### src/rtl/vend_pkg.sv
// Shared definitions for the vending transaction controller:
// state codes, change coin codes and the coin value lookup tables.
package vend_pkg;

    localparam logic [1:0] ST_IDLE   = 2'd0;
    localparam logic [1:0] ST_HOLD   = 2'd1;
    localparam logic [1:0] ST_VEND   = 2'd2;
    localparam logic [1:0] ST_PAYOUT = 2'd3;

    localparam logic [1:0] OUT_DOLLAR  = 2'd0;
    localparam logic [1:0] OUT_QUARTER = 2'd1;
    localparam logic [1:0] OUT_DIME    = 2'd2;
    localparam logic [1:0] OUT_NICKEL  = 2'd3;

    // Values are in cents; users resize to their own credit width.
    typedef logic [15:0] cents_t;

    function automatic logic coinInLegal(input logic [2:0] coinType);
        return coinType <= 3'd5;
    endfunction

    function automatic cents_t coinInValue(input logic [2:0] coinType);
        case (coinType)
            3'd0:    return 16'd5;
            3'd1:    return 16'd10;
            3'd2:    return 16'd25;
            3'd3:    return 16'd50;
            3'd4:    return 16'd100;
            3'd5:    return 16'd500;
            default: return 16'd0;
        endcase
    endfunction

    function automatic cents_t coinOutValue(input logic [1:0] outType);
        case (outType)
            OUT_DOLLAR:  return 16'd100;
            OUT_QUARTER: return 16'd25;
            OUT_DIME:    return 16'd10;
            default:     return 16'd5;
        endcase
    endfunction

    // Largest change coin not exceeding the remainder.
    function automatic logic [1:0] greedyCoin(input cents_t remain);
        if (remain >= 16'd100) begin
            return OUT_DOLLAR;
        end else if (remain >= 16'd25) begin
            return OUT_QUARTER;
        end else if (remain >= 16'd10) begin
            return OUT_DIME;
        end
        return OUT_NICKEL;
    endfunction

endpackage

### src/rtl/change_payout.sv
// Change dispenser: holds the remaining change and offers one greedy coin at a
// time to the mechanism, with one idle cycle between consecutive coins.
module change_payout
    import vend_pkg::*;
#(
    parameter int CREDIT_W = 10
)(
    input  logic                clk,
    input  logic                rst_n,
    input  logic                load_i,
    input  logic [CREDIT_W-1:0] amount_i,
    input  logic                coinOutReady_i,
    output logic                coinOutValid_o,
    output logic [1:0]          coinOutType_o,
    output logic                done_o
);

    logic [CREDIT_W-1:0] remain_q, remain_d;
    logic                active_q, active_d;
    logic                valid_q, valid_d;
    logic [1:0]          type_q, type_d;
    logic                handshake;
    logic [CREDIT_W-1:0] coinValue;

    assign handshake = valid_q & coinOutReady_i;
    assign coinValue = CREDIT_W'(coinOutValue(type_q));
    assign done_o    = handshake && (remain_q == coinValue);

    always_comb begin
        remain_d = remain_q;
        active_d = active_q;
        valid_d  = valid_q;
        type_d   = type_q;
        if (load_i) begin
            remain_d = amount_i;
            active_d = (amount_i != '0);
            valid_d  = 1'b0;
        end else if (handshake) begin
            remain_d = remain_q - coinValue;
            valid_d  = 1'b0;
            active_d = (remain_q != coinValue);
        end else if (active_q && !valid_q) begin
            // Type is captured with valid so it cannot change while stalled.
            valid_d = 1'b1;
            type_d  = greedyCoin(cents_t'(remain_q));
        end
    end

    always_ff @(posedge clk or negedge rst_n) begin
        if (!rst_n) begin
            remain_q <= '0;
            active_q <= 1'b0;
            valid_q  <= 1'b0;
            type_q   <= 2'd0;
        end else begin
            remain_q <= remain_d;
            active_q <= active_d;
            valid_q  <= valid_d;
            type_q   <= type_d;
        end
    end

    assign coinOutValid_o = valid_q;
    assign coinOutType_o  = type_q;

endmodule

### src/rtl/vend_sequencer.sv
// Vending transaction controller: accumulates credit, validates selections,
// runs the vend handshake with timeout and hands change to change_payout.
module vend_sequencer
    import vend_pkg::*;
#(
    parameter int SLOTS        = 9,
    parameter int CREDIT_W     = 10,
    parameter int MAX_CREDIT   = 500,
    parameter int VEND_TIMEOUT = 1000000
)(
    input  logic                      clk,
    input  logic                      rst_n,
    input  logic                      coinValid,
    input  logic [2:0]                coinType,
    input  logic                      selValid,
    input  logic [3:0]                selIdx,
    input  logic                      cancel,
    input  logic [SLOTS*CREDIT_W-1:0] priceTable,
    input  logic [SLOTS-1:0]          stockOk,
    output logic                      vendReq,
    output logic [3:0]                vendSlot,
    input  logic                      vendDone,
    output logic                      coinOutValid,
    output logic [1:0]                coinOutType,
    input  logic                      coinOutReady,
    output logic                      coinReject,
    output logic                      selDenied,
    output logic                      fault,
    output logic [CREDIT_W-1:0]       credit,
    output logic                      busy
);

    localparam int TIMER_W = (VEND_TIMEOUT > 2) ? $clog2(VEND_TIMEOUT) : 1;
    localparam logic [TIMER_W-1:0] TIMER_LAST = TIMER_W'(VEND_TIMEOUT - 1);

    logic [1:0]          state_q, state_d;
    logic [CREDIT_W-1:0] credit_q, credit_d;
    logic [CREDIT_W-1:0] remain_q, remain_d;
    logic [3:0]          vendSlot_q, vendSlot_d;
    logic [TIMER_W-1:0]  timer_q, timer_d;
    logic                coinReject_q, coinReject_d;
    logic                selDenied_q, selDenied_d;
    logic                fault_q, fault_d;
    logic                vendReq_q, busy_q;

    logic [CREDIT_W-1:0] coinVal;
    logic [CREDIT_W:0]   coinSum;
    logic                coinOk;
    logic [CREDIT_W-1:0] selPrice;
    logic                selStock, selInRange, selOk;
    logic                payLoad, payDone, payHandshake;
    logic [CREDIT_W-1:0] payAmount, payValue;

    assign coinVal = CREDIT_W'(coinInValue(coinType));
    assign coinSum = {1'b0, credit_q} + {1'b0, coinVal};
    assign coinOk  = coinInLegal(coinType) && (coinSum <= (CREDIT_W+1)'(MAX_CREDIT));

    always_comb begin
        selPrice   = '0;
        selStock   = 1'b0;
        selInRange = 1'b0;
        for (int i = 0; i < SLOTS; i++) begin
            if (selIdx == 4'(i)) begin
                selPrice   = priceTable[i*CREDIT_W +: CREDIT_W];
                selStock   = stockOk[i];
                selInRange = 1'b1;
            end
        end
    end

    assign selOk = selInRange && selStock && (selPrice != '0) &&
                   ((selPrice % CREDIT_W'(5)) == '0) && (credit_q >= selPrice);

    assign payHandshake = coinOutValid & coinOutReady;
    assign payValue     = CREDIT_W'(coinOutValue(coinOutType));

    // Priority in HOLD is cancel > accepted select > coin; a denied select still lets the coin through.
    always_comb begin
        state_d      = state_q;
        credit_d     = credit_q;
        remain_d     = remain_q;
        vendSlot_d   = vendSlot_q;
        timer_d      = timer_q;
        coinReject_d = 1'b0;
        selDenied_d  = 1'b0;
        fault_d      = 1'b0;
        payLoad      = 1'b0;
        payAmount    = credit_q;
        case (state_q)
            ST_IDLE: begin
                selDenied_d = selValid;
                if (coinValid) begin
                    if (coinOk) begin
                        credit_d = coinSum[CREDIT_W-1:0];
                        state_d  = ST_HOLD;
                    end else begin
                        coinReject_d = 1'b1;
                    end
                end
            end
            ST_HOLD: begin
                if (cancel) begin
                    state_d      = ST_PAYOUT;
                    payLoad      = 1'b1;
                    coinReject_d = coinValid;
                end else if (selValid && selOk) begin
                    state_d      = ST_VEND;
                    vendSlot_d   = selIdx;
                    remain_d     = credit_q - selPrice;
                    timer_d      = '0;
                    coinReject_d = coinValid;
                end else begin
                    selDenied_d = selValid;
                    if (coinValid) begin
                        if (coinOk) begin
                            credit_d = coinSum[CREDIT_W-1:0];
                        end else begin
                            coinReject_d = 1'b1;
                        end
                    end
                end
            end
            ST_VEND: begin
                coinReject_d = coinValid;
                if (vendDone) begin
                    if (remain_q == '0) begin
                        state_d  = ST_IDLE;
                        credit_d = '0;
                    end else begin
                        state_d   = ST_PAYOUT;
                        payLoad   = 1'b1;
                        payAmount = remain_q;
                        credit_d  = remain_q;
                    end
                end else if (timer_q == TIMER_LAST) begin
                    // credit_q still holds the pre-selection credit, so the refund is complete.
                    fault_d = 1'b1;
                    state_d = ST_PAYOUT;
                    payLoad = 1'b1;
                end else begin
                    timer_d = timer_q + TIMER_W'(1);
                end
            end
            default: begin
                coinReject_d = coinValid;
                if (payDone) begin
                    state_d  = ST_IDLE;
                    credit_d = '0;
                end else if (payHandshake) begin
                    credit_d = credit_q - payValue;
                end
            end
        endcase
    end

    always_ff @(posedge clk or negedge rst_n) begin
        if (!rst_n) begin
            state_q      <= ST_IDLE;
            credit_q     <= '0;
            remain_q     <= '0;
            vendSlot_q   <= 4'd0;
            timer_q      <= '0;
            coinReject_q <= 1'b0;
            selDenied_q  <= 1'b0;
            fault_q      <= 1'b0;
            vendReq_q    <= 1'b0;
            busy_q       <= 1'b0;
        end else begin
            state_q      <= state_d;
            credit_q     <= credit_d;
            remain_q     <= remain_d;
            vendSlot_q   <= vendSlot_d;
            timer_q      <= timer_d;
            coinReject_q <= coinReject_d;
            selDenied_q  <= selDenied_d;
            fault_q      <= fault_d;
            vendReq_q    <= (state_d == ST_VEND);
            busy_q       <= (state_d == ST_VEND) || (state_d == ST_PAYOUT);
        end
    end

    change_payout #(
        .CREDIT_W (CREDIT_W)
    ) u_payout (
        .clk            (clk),
        .rst_n          (rst_n),
        .load_i         (payLoad),
        .amount_i       (payAmount),
        .coinOutReady_i (coinOutReady),
        .coinOutValid_o (coinOutValid),
        .coinOutType_o  (coinOutType),
        .done_o         (payDone)
    );

    assign vendReq    = vendReq_q;
    assign vendSlot   = vendSlot_q;
    assign coinReject = coinReject_q;
    assign selDenied  = selDenied_q;
    assign fault      = fault_q;
    assign credit     = credit_q;
    assign busy       = busy_q;

endmodule
### config.mk
export PLATFORM = sky130hd
export DESIGN_NAME = vend_sequencer
export DESIGN_NICKNAME = d
export VERILOG_FILES = /design/src/rtl/vend_pkg.sv /design/src/rtl/change_payout.sv /design/src/rtl/vend_sequencer.sv
export SDC_FILE = /design/constraint.sdc
export NUM_CORES = 1
export LEC_CHECK = 0
export CAP_MARGIN = 20
export CORE_MARGIN = 4
export CORE_UTILIZATION = 50
export CTS_BUF_LIST = sky130_fd_sc_hd__clkbuf_2
export CTS_CLUSTER_SIZE = 14
export DETAILED_ROUTE_END_ITERATION = 6
export PLACE_DENSITY = 0.75
export SYNTH_ARGS = -nofsm -noshare
export SYNTH_HDL_FRONTEND = slang
export SYNTH_SLANG_ARGS = --single-unit
### constraint.sdc
create_clock -name clk -period 4.4 [get_ports clk]
set_input_delay 1.1 -clock clk [delete_from_list [all_inputs] [get_ports clk]]
set_output_delay 1.1 -clock clk [all_outputs]
set_load 0.005 [all_outputs]
==> results of run 1 <==
## routing by layer
metal / up-vias / share of wire
met2: 407 / 0.52
met5: - / 0
met1: 3989 / 0.38
met4: 0 / 0.039
met3: 110 / 0.059
li1: 3939 / -
## Yosys cell counts (7+ instances only)
master	instances
dfrtp_1	65
a21o_1	23
and3_1	11
a211oi_1	8
ha_1	45
buf_2	10
mux2_2	7
nand4_1	24
nor2_1	51
mux2i_1	14
nor3_1	9
o21a_1	10
nor4_1	13
o21bai_1	8
nor2b_1	11
clkbuf_1	17
nand2b_1	15
inv_1	36
nand2_1	77
a31oi_1	11
a21oi_1	58
mux4_2	7
or3_1	18
xnor2_1	27
o21ai_0	68
a22oi_1	14
nand3_1	26
o221ai_1	10
buf_6	8
## cell type report
class / instances / area, µm²
sequential: 65 / 1627
tap: 180 / 225.2
multi-input combinational: 699 / 5823
clock inverter: 7 / 47.55
timing repair buffer: 388 / 3545
antenna: 1 / 2.502
inverter: 42 / 172.7
clock buffer: 9 / 45.04
fill: 798 / 2340
## sequential cells by signal (all words and copies together) (netlist names)
| name | count |
|---|---|
| vendSlot | 4 |
| remain_q | 10 |
| u_payout.coinOutValid_o | 1 |
| timer_q | 20 |
| fault | 1 |
| u_payout.active_q | 1 |
| selDenied | 1 |
| u_payout.coinOutType_o | 2 |
| vendReq | 1 |
| busy | 1 |
| coinReject | 1 |
| state_q | 2 |
| credit | 10 |
| u_payout.remain_q | 10 |
## worst max-delay path, delay by kind of cell
kind	cells	cell delay, ps
AO/OA/AOI/OAI	12	2290
XOR/XNOR	1	150
adder cells (fa/ha/maj)	2	410
buffers and inverters	7	930
multiplexers	1	240
AND/OR/NAND/NOR	7	1850
## cell families after synthesis
family / count (synthesis) / share of synthesized area
compound gates: 296 / 0.3011
simple gates: 289 / 0.2185
buf+inv: 83 / 0.05734
flops: 65 / 0.2315
fa+ha+maj: 49 / 0.09152
xor+xnor: 33 / 0.04113
mux: 31 / 0.05894
## layout by cell type (no fill, tap or decap), types with 6 or more instances in the layout
| cell type | synthesis | final |
|---|---|---|
| o221ai_1 | 10 | 7 |
| nor2b_1 | 11 | 8 |
| buf_4 | 5 | 199 |
| clkbuf_2 | 0 | 9 |
| or3_1 | 18 | 9 |
| dlygate4sd2_1 | 0 | 21 |
| a22oi_1 | 14 | 13 |
| nor3_1 | 9 | 6 |
| o21ai_1 | 4 | 15 |
| clkdlybuf4s50_1 | 0 | 106 |
| buf_8 | 0 | 6 |
| a21o_1 | 23 | 23 |
| xor2_1 | 6 | 6 |
| ha_1 | 45 | 43 |
| o21a_1 | 10 | 10 |
| a211oi_1 | 8 | 6 |
| xnor2_1 | 27 | 26 |
| o21bai_1 | 8 | 8 |
| and3_1 | 11 | 10 |
| nand2_1 | 77 | 65 |
| buf_6 | 8 | 43 |
| o21ai_2 | 1 | 10 |
| a31oi_1 | 11 | 9 |
| nor2_1 | 51 | 46 |
| or3_4 | 0 | 9 |
| inv_1 | 36 | 36 |
| nand3_1 | 26 | 21 |
| a21oi_2 | 1 | 21 |
| nand4_1 | 24 | 24 |
| nand2_4 | 0 | 6 |
| o21ai_0 | 68 | 46 |
| nor4_1 | 13 | 10 |
| a21oi_1 | 58 | 35 |
| nand2_2 | 2 | 8 |
| mux4_2 | 7 | 7 |
| mux2i_1 | 14 | 12 |
| dfrtp_1 | 65 | 65 |
| nand2b_1 | 15 | 11 |
| mux2_2 | 7 | 6 |
## power groups by stage
stage / Combinational [mW] / Clock, mW / Sequential (mW)
after detailed placement: 3.50 / 0 / 0.956
after floorplan: 2.23 / 0 / 0.896
after global routing: 4.47 / 0.340 / 0.974
final: 4.12 / 0.310 / 0.954
after global placement: 3.43 / 0 / 0.949
after CTS: 3.88 / 0.312 / 0.945
## what timing repair did
| action | 4_1_cts | 5_1_grt |
|---|---|---|
| setup endpoints to repair | 50 | 50 |
| gates cloned | 8 | 0 |
| resized for setup | 167 | 100 |
| buffers inserted | 44 | 14 |
| pin swaps | 79 | 50 |
## worst max-delay path by stage
stage,endpoint,slack [ps],cells after the start
after global placement,timer_q[9],-2690,29
after CTS,timer_q[17],-1660,27
final,timer_q[16],-2060,30
after global routing,timer_q[16],-2210,31
after detailed placement,timer_q[12],-2820,28
after floorplan,timer_q[6],-2230,27
==> run metrics, run 1 <==
outcome=finished with violations; failing checks=DRC, setup timing; sequential area share after synthesis=0.2315; Synth cell types=about 100; Final Hold Vio Count=0; Clock Pin Slew Worst Setup and Hold Paths=between 200 and 250 ps; endpoints failing setup=50; Finished Layout Cells=roughly 1,400; Routed WL=26,910 µm; worst reg2reg endpoint=credit[7]; Initial Utilization=0.5082; Max-cap violations=0; WP data arrival=6990 ps; FF+latch count, synth=65; clock sinks=65; Synth Instances=around 850; Max transition margin=0.5560; r2r setup slk=410 ps; total power=between 5 and 6 mW; H-tree Lvls=3; Post-Route Skew=between 30 and 40 ps; row cnt=43; Post-route DRC=2; drt first pass iters=7; CP Capture Type=flop; Slowest-stage cell, CP=or4_4; R2R depth=19; Yosys top cell area share=0.2315; Iteration-0 DRC Markers=657; placed instance area=9953 µm²; DIE HEIGHT=between 100 and 150 µm; CTS tree=built; Core Util, Final=0.8308; maximum number of pins on one net before global-route repair=45; maximum VDD drop=243.3 µV; Core ar.=approximately 14,000 µm²; Power Density=469.1 nW/µm²; worst-case clock buffer depth=2; Routed Antenna Nets=0; Net Sw Frac=0.4540; RSZ-0062 raised after global routing=true; Area contributors post-synth=dfrtp_1 (23%), ha_1 (8.0%), o21ai_0 (4.8%); routed vias/inst=approximately 6; ys flop type=dfrtp_1; Tcrit/Tclk final=1.468; Crit path largest cell delay=about 560 ps; final global-route overflow total=0; Placed Cells=between 1,000 and 1,500; top cell type by total area after synthesis=dfrtp_1; hpwl dp=between 15,000 and 20,000 µm; Sequential Power Share=0.177; CP startpoint kind=input port; total CTS buffers=9; Crit Path Max Fanout=8; Slew @ Worst Pin=665.9 ps; port buffer count=~130; Syn Nets=about 1,000; worst hold path class=input port to async pin; DP Worst Slack=-2823 ps; WS Path Type=input port to flop; Vias=about 8,400; global routing usage on met1=0.3656; max-slew violation count=0; internal power=between 2 and 3 mW; Ys Warns=0; Switching Power=2.447 mW; first-pass GRT wire length=about 41,000 µm; Netlist Area Pre-Place=~7000 µm²; drt wl/cell=19.34 µm; combinational power share=0.765; Boundary Pins=roughly 140; post-route minimum period=between 6000 and 7000 ps; Layout Nets=~1,400; fraction of layout cells with a size suffix above 1=0.3645; Avg Inst Size Synth=8.306 µm²; vias in the first global route=8,243; worst hold margin=295.3 ps; initial antenna violation count=1; Setup crit start=selIdx[0]; cts hold-fix bufs=0; Die Wd=126.5 µm; setup_tns=-92,270 ps; die area=roughly 16,000 µm²; reg-to-reg startpoint=credit[0]; Post-synth EDFFs=0; critical path required time=4930 ps; Worst-Skew Late Latency=between 500 and 600 ps; met3 usage=0.04042; Async SR Flop Fraction=1.000; GPL Wtd Cong=roughly 0.96; Layout area overhead=63.48%; Pleak=5.074 nW; busiest grt layer=met2; met2 Track Usage GR=0.5604; clock power share=0.058; Root Buffer=clkbuf_2; GRT Total Usage=0.3086; fin area=roughly 11,000 µm²; Fmax achieved=approximately 150 MHz; Setup WS post-layout=-2061 ps
No activity file was read; power rests on OpenSTA's default activity.
==> run 2, diff against run 1 <==
- TNS_END_PERCENT: default -> 100
==> results of run 2 <==
Final layout, timing and power as in run 1 (identical DEF).
